`src/rtl/cmult_stream.sv`:
```
// cmult_stream: 3-stage streaming complex multiplier (A*B or A*conj(B)) with
// per-sample round/truncate, saturation to WORD_SIZE and a pass-through tag.
module cmult_stream #(
    parameter int WORD_SIZE = 16,
    parameter int FRAC_BITS = WORD_SIZE - 1,
    parameter int TAG_W     = 8
) (
    input  logic                   clk,
    input  logic                   reset,
    input  logic                   i_valid,
    output logic                   i_ready,
    input  logic [2*WORD_SIZE-1:0] A,
    input  logic [2*WORD_SIZE-1:0] B,
    input  logic                   i_conj,
    input  logic                   i_rnd,
    input  logic [TAG_W-1:0]       i_tag,
    output logic                   o_valid,
    input  logic                   o_ready,
    output logic [2*WORD_SIZE-1:0] C,
    output logic                   o_ovf,
    output logic [TAG_W-1:0]       o_tag
);
    localparam int W  = WORD_SIZE;
    localparam int PW = 2 * W;
    localparam int SW = PW + 1;
    localparam int RW = PW + 2;
    localparam logic signed [RW-1:0] HALF = {{(RW-1){1'b0}}, 1'b1} << (FRAC_BITS - 1);
    localparam logic signed [RW-1:0] MAXV = {{(RW-W+1){1'b0}}, {(W-1){1'b1}}};
    localparam logic signed [RW-1:0] MINV = {{(RW-W+1){1'b1}}, {(W-1){1'b0}}};

    // Returns {clamped, value}: optional half-LSB add, arithmetic shift, clamp.
    function automatic logic [W:0] sat_round(input logic signed [SW-1:0] s, input logic rnd);
        logic signed [RW-1:0] r;
        r = RW'(s) + (rnd ? HALF : '0);
        r = r >>> FRAC_BITS;
        if (r > MAXV) return {1'b1, MAXV[W-1:0]};
        if (r < MINV) return {1'b1, MINV[W-1:0]};
        return {1'b0, r[W-1:0]};
    endfunction

    logic signed [W-1:0]  a_re, a_im, b_re, b_im;
    logic                 ld1, ld2, ld3;
    logic                 v1_q, v1_d, cj1_q, cj1_d, rn1_q, rn1_d;
    logic [TAG_W-1:0]     tag1_q, tag1_d;
    logic signed [PW-1:0] rr_q, rr_d, ii_q, ii_d, ri_q, ri_d, ir_q, ir_d;
    logic                 v2_q, v2_d, rn2_q, rn2_d;
    logic [TAG_W-1:0]     tag2_q, tag2_d;
    logic signed [SW-1:0] re2_q, re2_d, im2_q, im2_d;
    logic [W:0]           sr, si;
    logic                 v3_q, v3_d, ovf3_q, ovf3_d;
    logic [W-1:0]         cre_q, cre_d, cim_q, cim_d;
    logic [TAG_W-1:0]     tag3_q, tag3_d;

    assign a_re = A[PW-1:W];
    assign a_im = A[W-1:0];
    assign b_re = B[PW-1:W];
    assign b_im = B[W-1:0];

    // Load chain runs back from the output so empty stages fill during a stall.
    assign ld3     = !v3_q || o_ready;
    assign ld2     = !v2_q || ld3;
    assign ld1     = !v1_q || ld2;
    assign i_ready = ld1;

    always_comb begin
        v1_d   = ld1 ? i_valid : v1_q;
        cj1_d  = ld1 ? i_conj : cj1_q;
        rn1_d  = ld1 ? i_rnd : rn1_q;
        tag1_d = ld1 ? i_tag : tag1_q;
        rr_d   = ld1 ? PW'(a_re) * PW'(b_re) : rr_q;
        ii_d   = ld1 ? PW'(a_im) * PW'(b_im) : ii_q;
        ri_d   = ld1 ? PW'(a_re) * PW'(b_im) : ri_q;
        ir_d   = ld1 ? PW'(a_im) * PW'(b_re) : ir_q;
        v2_d   = ld2 ? v1_q : v2_q;
        rn2_d  = ld2 ? rn1_q : rn2_q;
        tag2_d = ld2 ? tag1_q : tag2_q;
        re2_d  = ld2 ? (cj1_q ? SW'(rr_q) + SW'(ii_q) : SW'(rr_q) - SW'(ii_q)) : re2_q;
        im2_d  = ld2 ? (cj1_q ? SW'(ir_q) - SW'(ri_q) : SW'(ri_q) + SW'(ir_q)) : im2_q;
        sr     = sat_round(re2_q, rn2_q);
        si     = sat_round(im2_q, rn2_q);
        v3_d   = ld3 ? v2_q : v3_q;
        cre_d  = ld3 ? (v2_q ? sr[W-1:0] : '0) : cre_q;
        cim_d  = ld3 ? (v2_q ? si[W-1:0] : '0) : cim_q;
        ovf3_d = ld3 ? v2_q && (sr[W] || si[W]) : ovf3_q;
        tag3_d = ld3 ? (v2_q ? tag2_q : '0) : tag3_q;
    end

    always_ff @(posedge clk or negedge reset) begin
        if (!reset) begin
            v1_q   <= 1'b0;
            cj1_q  <= 1'b0;
            rn1_q  <= 1'b0;
            tag1_q <= '0;
            rr_q   <= '0;
            ii_q   <= '0;
            ri_q   <= '0;
            ir_q   <= '0;
            v2_q   <= 1'b0;
            rn2_q  <= 1'b0;
            tag2_q <= '0;
            re2_q  <= '0;
            im2_q  <= '0;
            v3_q   <= 1'b0;
            cre_q  <= '0;
            cim_q  <= '0;
            ovf3_q <= 1'b0;
            tag3_q <= '0;
        end else begin
            v1_q   <= v1_d;
            cj1_q  <= cj1_d;
            rn1_q  <= rn1_d;
            tag1_q <= tag1_d;
            rr_q   <= rr_d;
            ii_q   <= ii_d;
            ri_q   <= ri_d;
            ir_q   <= ir_d;
            v2_q   <= v2_d;
            rn2_q  <= rn2_d;
            tag2_q <= tag2_d;
            re2_q  <= re2_d;
            im2_q  <= im2_d;
            v3_q   <= v3_d;
            cre_q  <= cre_d;
            cim_q  <= cim_d;
            ovf3_q <= ovf3_d;
            tag3_q <= tag3_d;
        end
    end

    assign o_valid = v3_q;
    assign C       = {cre_q, cim_q};
    assign o_ovf   = ovf3_q;
    assign o_tag   = tag3_q;
endmodule

```
`config.mk`:
```
export PLATFORM = sky130hd
export DESIGN_NAME = cmult_stream
export DESIGN_NICKNAME = d
export VERILOG_FILES = /design/src/rtl/cmult_stream.sv
export SDC_FILE = /design/constraint.sdc
export NUM_CORES = 2
export LEC_CHECK = 0
export ABC_CLOCK_PERIOD_IN_PS = 4600
export CORE_ASPECT_RATIO = 0.6
export CORE_MARGIN = 2
export CORE_UTILIZATION = 66
export CTS_BUF_LIST = sky130_fd_sc_hd__clkbuf_16
export CTS_CLUSTER_DIAMETER = 30
export DETAILED_ROUTE_END_ITERATION = 6
export GPL_ROUTABILITY_DRIVEN = 0
export PLACE_DENSITY = 0.88
export SYNTH_ARGS = -nofsm -noshare
export SYNTH_HDL_FRONTEND = slang
export SYNTH_SLANG_ARGS = --single-unit
```
`constraint.sdc`:
```
create_clock -name clk -period 4.6 [get_ports clk]
set_input_delay 0.46 -clock clk [delete_from_list [all_inputs] [get_ports clk]]
set_output_delay 0.46 -clock clk [all_outputs]
set_load 0.05 [all_outputs]
```
==> results of run 1 <==
-- kinds of logic after synthesis --
| kind of cell | share of synthesized area (%) |
|---|---|
| buf+inv | 10.6 |
| fa+ha+maj | 49.6 |
| xor+xnor | 4.16 |
| mux | 0.158 |
| simple gates | 16.8 |
| flops | 11.0 |
| compound gates | 7.72 |
-- repair_timing --
| action | CTS |
|---|---|
| gates cloned | 23 |
| hold buffers | 1 |
| setup endpoints to repair | 104 |
| gates resized for setup | 940 |
| pin swaps | 385 |
| endpoints found under the hold margin | 95 |
| buffers inserted | 285 |
-- stage by stage --
stage               area (um2)  utilization (%)  setup WS [ns]  setup TNS (ns)  instances
floorplan                54100                -          -1.53          -66.53       5844
global placement         61500             78.9          -2.31         -168.00       7491
detailed placement       61500             78.9          -2.51         -187.50       7491
CTS                      68300             87.6          -1.55          -94.60       7860
-- synth_stat cells, types with 15 or more instances --
cell	number	area, um2
sky130_fd_sc_hd__a211oi_1	23	173
sky130_fd_sc_hd__a21o_1	66	495
sky130_fd_sc_hd__a21oi_1	204	1020
sky130_fd_sc_hd__and2_1	500	3130
sky130_fd_sc_hd__and3_1	31	194
sky130_fd_sc_hd__clkbuf_1	255	957
sky130_fd_sc_hd__dfrtp_1	229	5730
sky130_fd_sc_hd__fa_1	1048	21000
sky130_fd_sc_hd__ha_1	394	4930
sky130_fd_sc_hd__inv_1	1208	4530
sky130_fd_sc_hd__nand2_1	787	2950
sky130_fd_sc_hd__nand2b_1	32	200
sky130_fd_sc_hd__nand3_1	70	350
sky130_fd_sc_hd__nand4_1	21	131
sky130_fd_sc_hd__nor2_1	216	811
sky130_fd_sc_hd__nor2b_1	17	106
sky130_fd_sc_hd__nor3_1	43	215
sky130_fd_sc_hd__nor3b_1	18	135
sky130_fd_sc_hd__o211ai_1	27	203
sky130_fd_sc_hd__o21a_1	32	240
sky130_fd_sc_hd__o21ai_0	147	736
sky130_fd_sc_hd__o21bai_1	25	188
sky130_fd_sc_hd__o31ai_1	15	113
sky130_fd_sc_hd__xnor2_1	162	1420
sky130_fd_sc_hd__xor2_1	86	753
-- metal layers --
layer / GRT overflow / GRT usage (%)
met3: 54 / 85.4
met2: 225 / 94.7
met5: 11 / 71.7
met1: 39 / 85.7
met4: 202 / 86.2
==> results by stage, run 1 <==
Yosys:
- The number of nets in the synthesized netlist is 7364.
- The number of enable flip-flop cells after synthesis is 0.
- In this run, distinct cell masters in the synthesized netlist total 74.
- The portion of the post-synthesis area used by sequential elements is 11.0%.
- The register bit total from synthesis is 229.
- The average instance in the mapped netlist occupies approximately 9 um2.
- The mapped netlist covers 0.0522 mm2.
- The synthesized instance count is 5844.
- The prevailing post-synth register cell is sky130_fd_sc_hd__dfrtp_1.
- The async set-or-reset flop fraction in the synthesized netlist is 100%.
- The number of warnings printed during yosys synthesis is 0.

Die:
- The vertical extent of the die is 222 um.
- 121 I/O pins were placed.
- The floorplan step set the die width to 367 um.
- After floorplanning, the core was divided into 79 placement rows.
- The initial standard-cell utilization of the core is ~67%.

GRT:
- Summed over all layers, the global routing overflow is 531.
- Global routing consumed, over all layers together, 87.9% of the routing resources.
- The via count of the first global-routing pass was ~73000.
- The pin count of the biggest net entering global routing is ~140.
- The global-route wire length before repair is 524 mm.

Clocking:
- In this run the deepest clock path goes through 3 buffers.
- The H-tree generated during clock tree synthesis spans 2 levels.
- The count of clock tree sinks is around 230.
- The number of buffers created by CTS is 42.
- The buffer type at the clock tree root is sky130_fd_sc_hd__clkbuf_16.

Placement:
- Input and output buffers added on the ports amount to 120.
- Summed over all nets, the half-perimeter wirelength after detailed placement is 144 mm.

Run status:
- The flow did not finish.
- The tool reported: "[ERROR GRT-0116] Global routing finished with congestion. Check the congestion regions in the DRC Viewer".
- It got as far as global routing (5_1_grt) and failed there.
==> run 2: changes to the inputs <==
CORE_ASPECT_RATIO = unset   (was 0.6)
CORE_UTILIZATION = 40   (was 66)
CTS_BUF_LIST = unset   (was sky130_fd_sc_hd__clkbuf_16)
CTS_CLUSTER_DIAMETER = unset   (was 30)
PLACE_DENSITY = unset   (was 0.88)
PLACE_DENSITY_LB_ADDON = 0.15   (was unset)
==> results by stage, run 2 <==
Clocking:
- The buffer type at the clock tree root is sky130_fd_sc_hd__clkbuf_16.
- For this design, the sink count on the clock tree is 229.
- The deepest clock path buffer count is 3.
- The H-tree level count is 1.
- TritonCTS created 30 clock buffers.
- The TritonCTS clock tree is yes.
- The clock latency reported for the late side of the worst-skew pair is just over 0.6 ns.
- The clock transition at the registers of the reported paths is around 0.06 ns.

Worst setup path:
- Traced cell by cell, the critical path runs through buf_12, buf_12, and2_4, fa_1, inv_2, fa_1, fa_1, inv_1, fa_1, fa_1, inv_2, fa_1, inv_2, ha_4, a22o_1, or4_4, a2111oi_4, a211oi_2, and3_4, o41ai_4, o211a_1, and4_1, nor3_1.
- In this design, the stage delay of the slowest critical-path cell is between 0.5 and 0.6 ns.
- The capture instance of the worst register-to-register path is im2_q[32].
- The endpoint kind of the worst setup timing path is a flip-flop.
- The critical path is of the input pin to flip-flop type.
- The critical path ends at ir_q[31].
- The critical path required time is 5.09 ns.
- The slowest library cell on the worst path is sky130_fd_sc_hd__fa_1.
- The startpoint of the worst register-to-register path is ri_q[8].
- For the worst flop-to-flop path, the logic depth is 17.
- In this run the worst path has a maximum fanout of 5.
- The cell repeated most along the worst path is sky130_fd_sc_hd__fa_1.
- Data arrives at the worst endpoint at ~6.4 ns.
- The most critical setup path has its startpoint at B[20].
- For flop-to-flop paths, the worst setup slack is 0.15 ns.
- The startpoint type of the worst setup path is an input pin.

GRT:
- The first global-routing pass estimated 267 mm of wire.
- The via count of the first global-routing pass is 45600.
- The total overflow left after global routing is 0.
- The initial antenna violation count is 4.
- Global routing used 26.2% of the available tracks.
- The pin count of the biggest net entering global routing is 125.

Finish:
- In the layout the commonest cells are sky130_fd_sc_hd__inv_1, sky130_fd_sc_hd__fa_1, sky130_fd_sc_hd__buf_4.
- The filler cells instantiated in the layout total between 10000 and 15000.
- The post-layout net count is approximately 8300.
- In the final layout, flip-flops and latches occupy about 0.0057 mm2.
- The library cell used most frequently in the layout, excluding fill and tap cells, is sky130_fd_sc_hd__inv_1.
- The area used by multi-input combinational logic is 0.0441 mm2.
- The ratio of cells with drive above 1 in the final layout is a little over a quarter.
- The relative area change from synthesis to final layout is 33.1%.

Route:
- The detailed router finished its first iteration with 2490 violations.
- The pre-antenna-repair detailed-routing pass consisted of 5 iterations.
- Dividing the detail-routed wire length by the instance count gives around 20 um.
- The post-route antenna net violation count is 0.
- Dividing the detail-routed via count by the number of cells gives 4.97.
- For this run, design rule violations remaining after detail routing come to 0.
- The routed via count is 42600.
- Summed over all layers, the routed wires come to between 150 and 200 mm.

Yosys:
- In the synthesized netlist the dominant register cell turns out to be sky130_fd_sc_hd__dfrtp_1.
- The most common cell in the netlist is sky130_fd_sc_hd__inv_1.
- The library cell occupying the most area in the post-synthesis netlist is sky130_fd_sc_hd__fa_1.
- The synthesized design contains 0 enable-type register cells.
- For this run, asynchronously set or reset flops after synthesis account for 100%.
- After synthesis, the most frequently instantiated cells are sky130_fd_sc_hd__inv_1, sky130_fd_sc_hd__fa_1, sky130_fd_sc_hd__nand2_1.
- Of the synthesized area, sequential elements account for 11.0%.
- Ranked by total cell area, the synthesized netlist is headed by sky130_fd_sc_hd__fa_1, sky130_fd_sc_hd__dfrtp_1, sky130_fd_sc_hd__ha_1.
- Counting every net in the synthesized netlist gives about 7400.
- After synthesis the netlist holds a flip-flop and latch count of 229.
- Counting every instance in the synthesized netlist gives 5844.
- The netlist area before placement is 0.0522 mm2.
- The number of distinct standard cells referenced by the synthesized netlist is between 70 and 80.
- During synthesis, Yosys emitted a total of 0 warnings.
- The synthesized design devotes to its leading area cell type 40.2% of total area.
- In this run the mean area of a mapped cell was 8.94 um2.

Worst hold path:
- The tightest min-delay check is of the input pin to flip-flop type.

Placement:
- Port buffering added 120 buffers.
- Summed over all nets, the half-perimeter wirelength after detailed placement is 132 mm.

STA:
- After layout, the minimum clock period comes to ~6 ns.
- Based on the critical path, the design can be clocked at up to between 150 and 200 MHz.
- The transition time of the tightest slew-check pin is 0.993 ns.
- The clock arrives with between 0.03 and 0.04 ns of skew.
- The final max-slew violation count is 0.
- The part of the cycle the worst path needs is 128%.
- The final hold violation count came to 0.
- Setup repair after global routing could not meet its margin everywhere.
- The setup slack of the critical path after layout is -1.27 ns.
- Setup violations remaining at the end of the flow were counted as 87.
- The relative max-transition margin is 33.4%.
- The setup TNS is -73.03 ns.

Die:
- The total number of placement rows is around 130.
- In this run the standard cell core region covers approximately 0.13 mm2.
- The chip width is 365 um.
- The floorplan step defined a die boundary enclosing 0.134 mm2.
- During I/O placement, the number of pins put on the boundary was 121.
- The initial standard-cell utilization of the core is 40.3%.
- The die is roughly 370 um tall.

Run status:
- The final reports fail on setup timing.
- The flow ran to the end, but the final reports show violations.

Flow run:
- Across the run, the number of max-cap violations was 0.
[run 2: cell families (layout without fill, tap and decap cells)]
| group | count (synthesis) | in the layout | synth area share (%) |
|---|---|---|---|
| AOI/OAI and AO/OA | 635 | 635 | 7.72 |
| buffers and inverters | 1475 | 2455 | 10.6 |
| muxes | 8 | 8 | 0.158 |
| DFF | 229 | 229 | 11.0 |
| xor gates and xnor gates | 248 | 248 | 4.16 |
| other | 0 | 1 | 0 |
| adders and majority gates | 1443 | 1443 | 49.6 |
| and+or+nand+nor | 1806 | 1806 | 16.8 |
[run 2: cell type report]
cell class,count,share of cell area [%]
Clock buffer,35,1.16
Antenna cell,1,0.00360
Inverter,1209,6.54
Tap cell,1742,3.13
Sequential cell,229,8.24
Multi-Input combinational cell,4140,63.4
Timing Repair Buffer,1190,17.2
Clock inverter,21,0.333
[run 2: what timing repair did]
item	CTS	global route
setup buffers	250	61
hold buffers	1	0
endpoints found under the setup margin	96	94
pin swaps	371	246
gates cloned	32	1
resized for setup	806	270
hold endpoints to repair	98	0
[run 2: metal layers]
| layer | track usage [%] | wire length (um) | vias up |
|---|---|---|---|
| met4 | 7.17 | 5490 | 4 |
| met1 | 36.4 | 75500 | 21600 |
| met5 | 0 | 30 | - |
| met3 | 2.72 | 9690 | 217 |
| li1 | - | - | 19700 |
| met2 | 43.5 | 79800 | 1091 |
[run 2: worst min path at each step]
stage | startpoint | endpoint | slack, ns | cells past startpoint
after global routing | i_tag[5] | tag1_q[5] | 0.43 | 3
after floorplan | reset | cim_q[0] | 0.16 | 0
after detailed placement | v1_q | v2_q | 0.45 | 1
final | i_tag[5] | tag1_q[5] | 0.41 | 3
after global placement | v1_q | v2_q | 0.45 | 1
after CTS | i_tag[5] | tag1_q[5] | 0.39 | 3
[run 2: stage by stage]
stage          utilization (%)  instance area, um2  setup slack (ns)  hold WS, ns  std cells
2_1_floorplan                -               54100             -1.53        0.164       5844
3_3_place_gp              48.4               62700             -2.36        0.446       8223
3_5_place_dp              48.4               62700             -2.41        0.450       8223
4_1_cts                   53.0               68600             -1.26        0.391       8535
5_1_grt                   53.7               69500             -1.41        0.425       8567
6_report                  53.7               69500             -1.27        0.410       8567
[run 2: critical path: cells and delay by family]
kind | cells | cell delay, ns
compound gates | 5 | 1.14
fa+ha+maj | 7 | 3.27
buf+inv | 6 | 0.46
simple gates | 5 | 1.03
Power of run 2 is not shown: default switching activity piles up to over one toggle a cycle in this logic, so the estimate is an artifact.
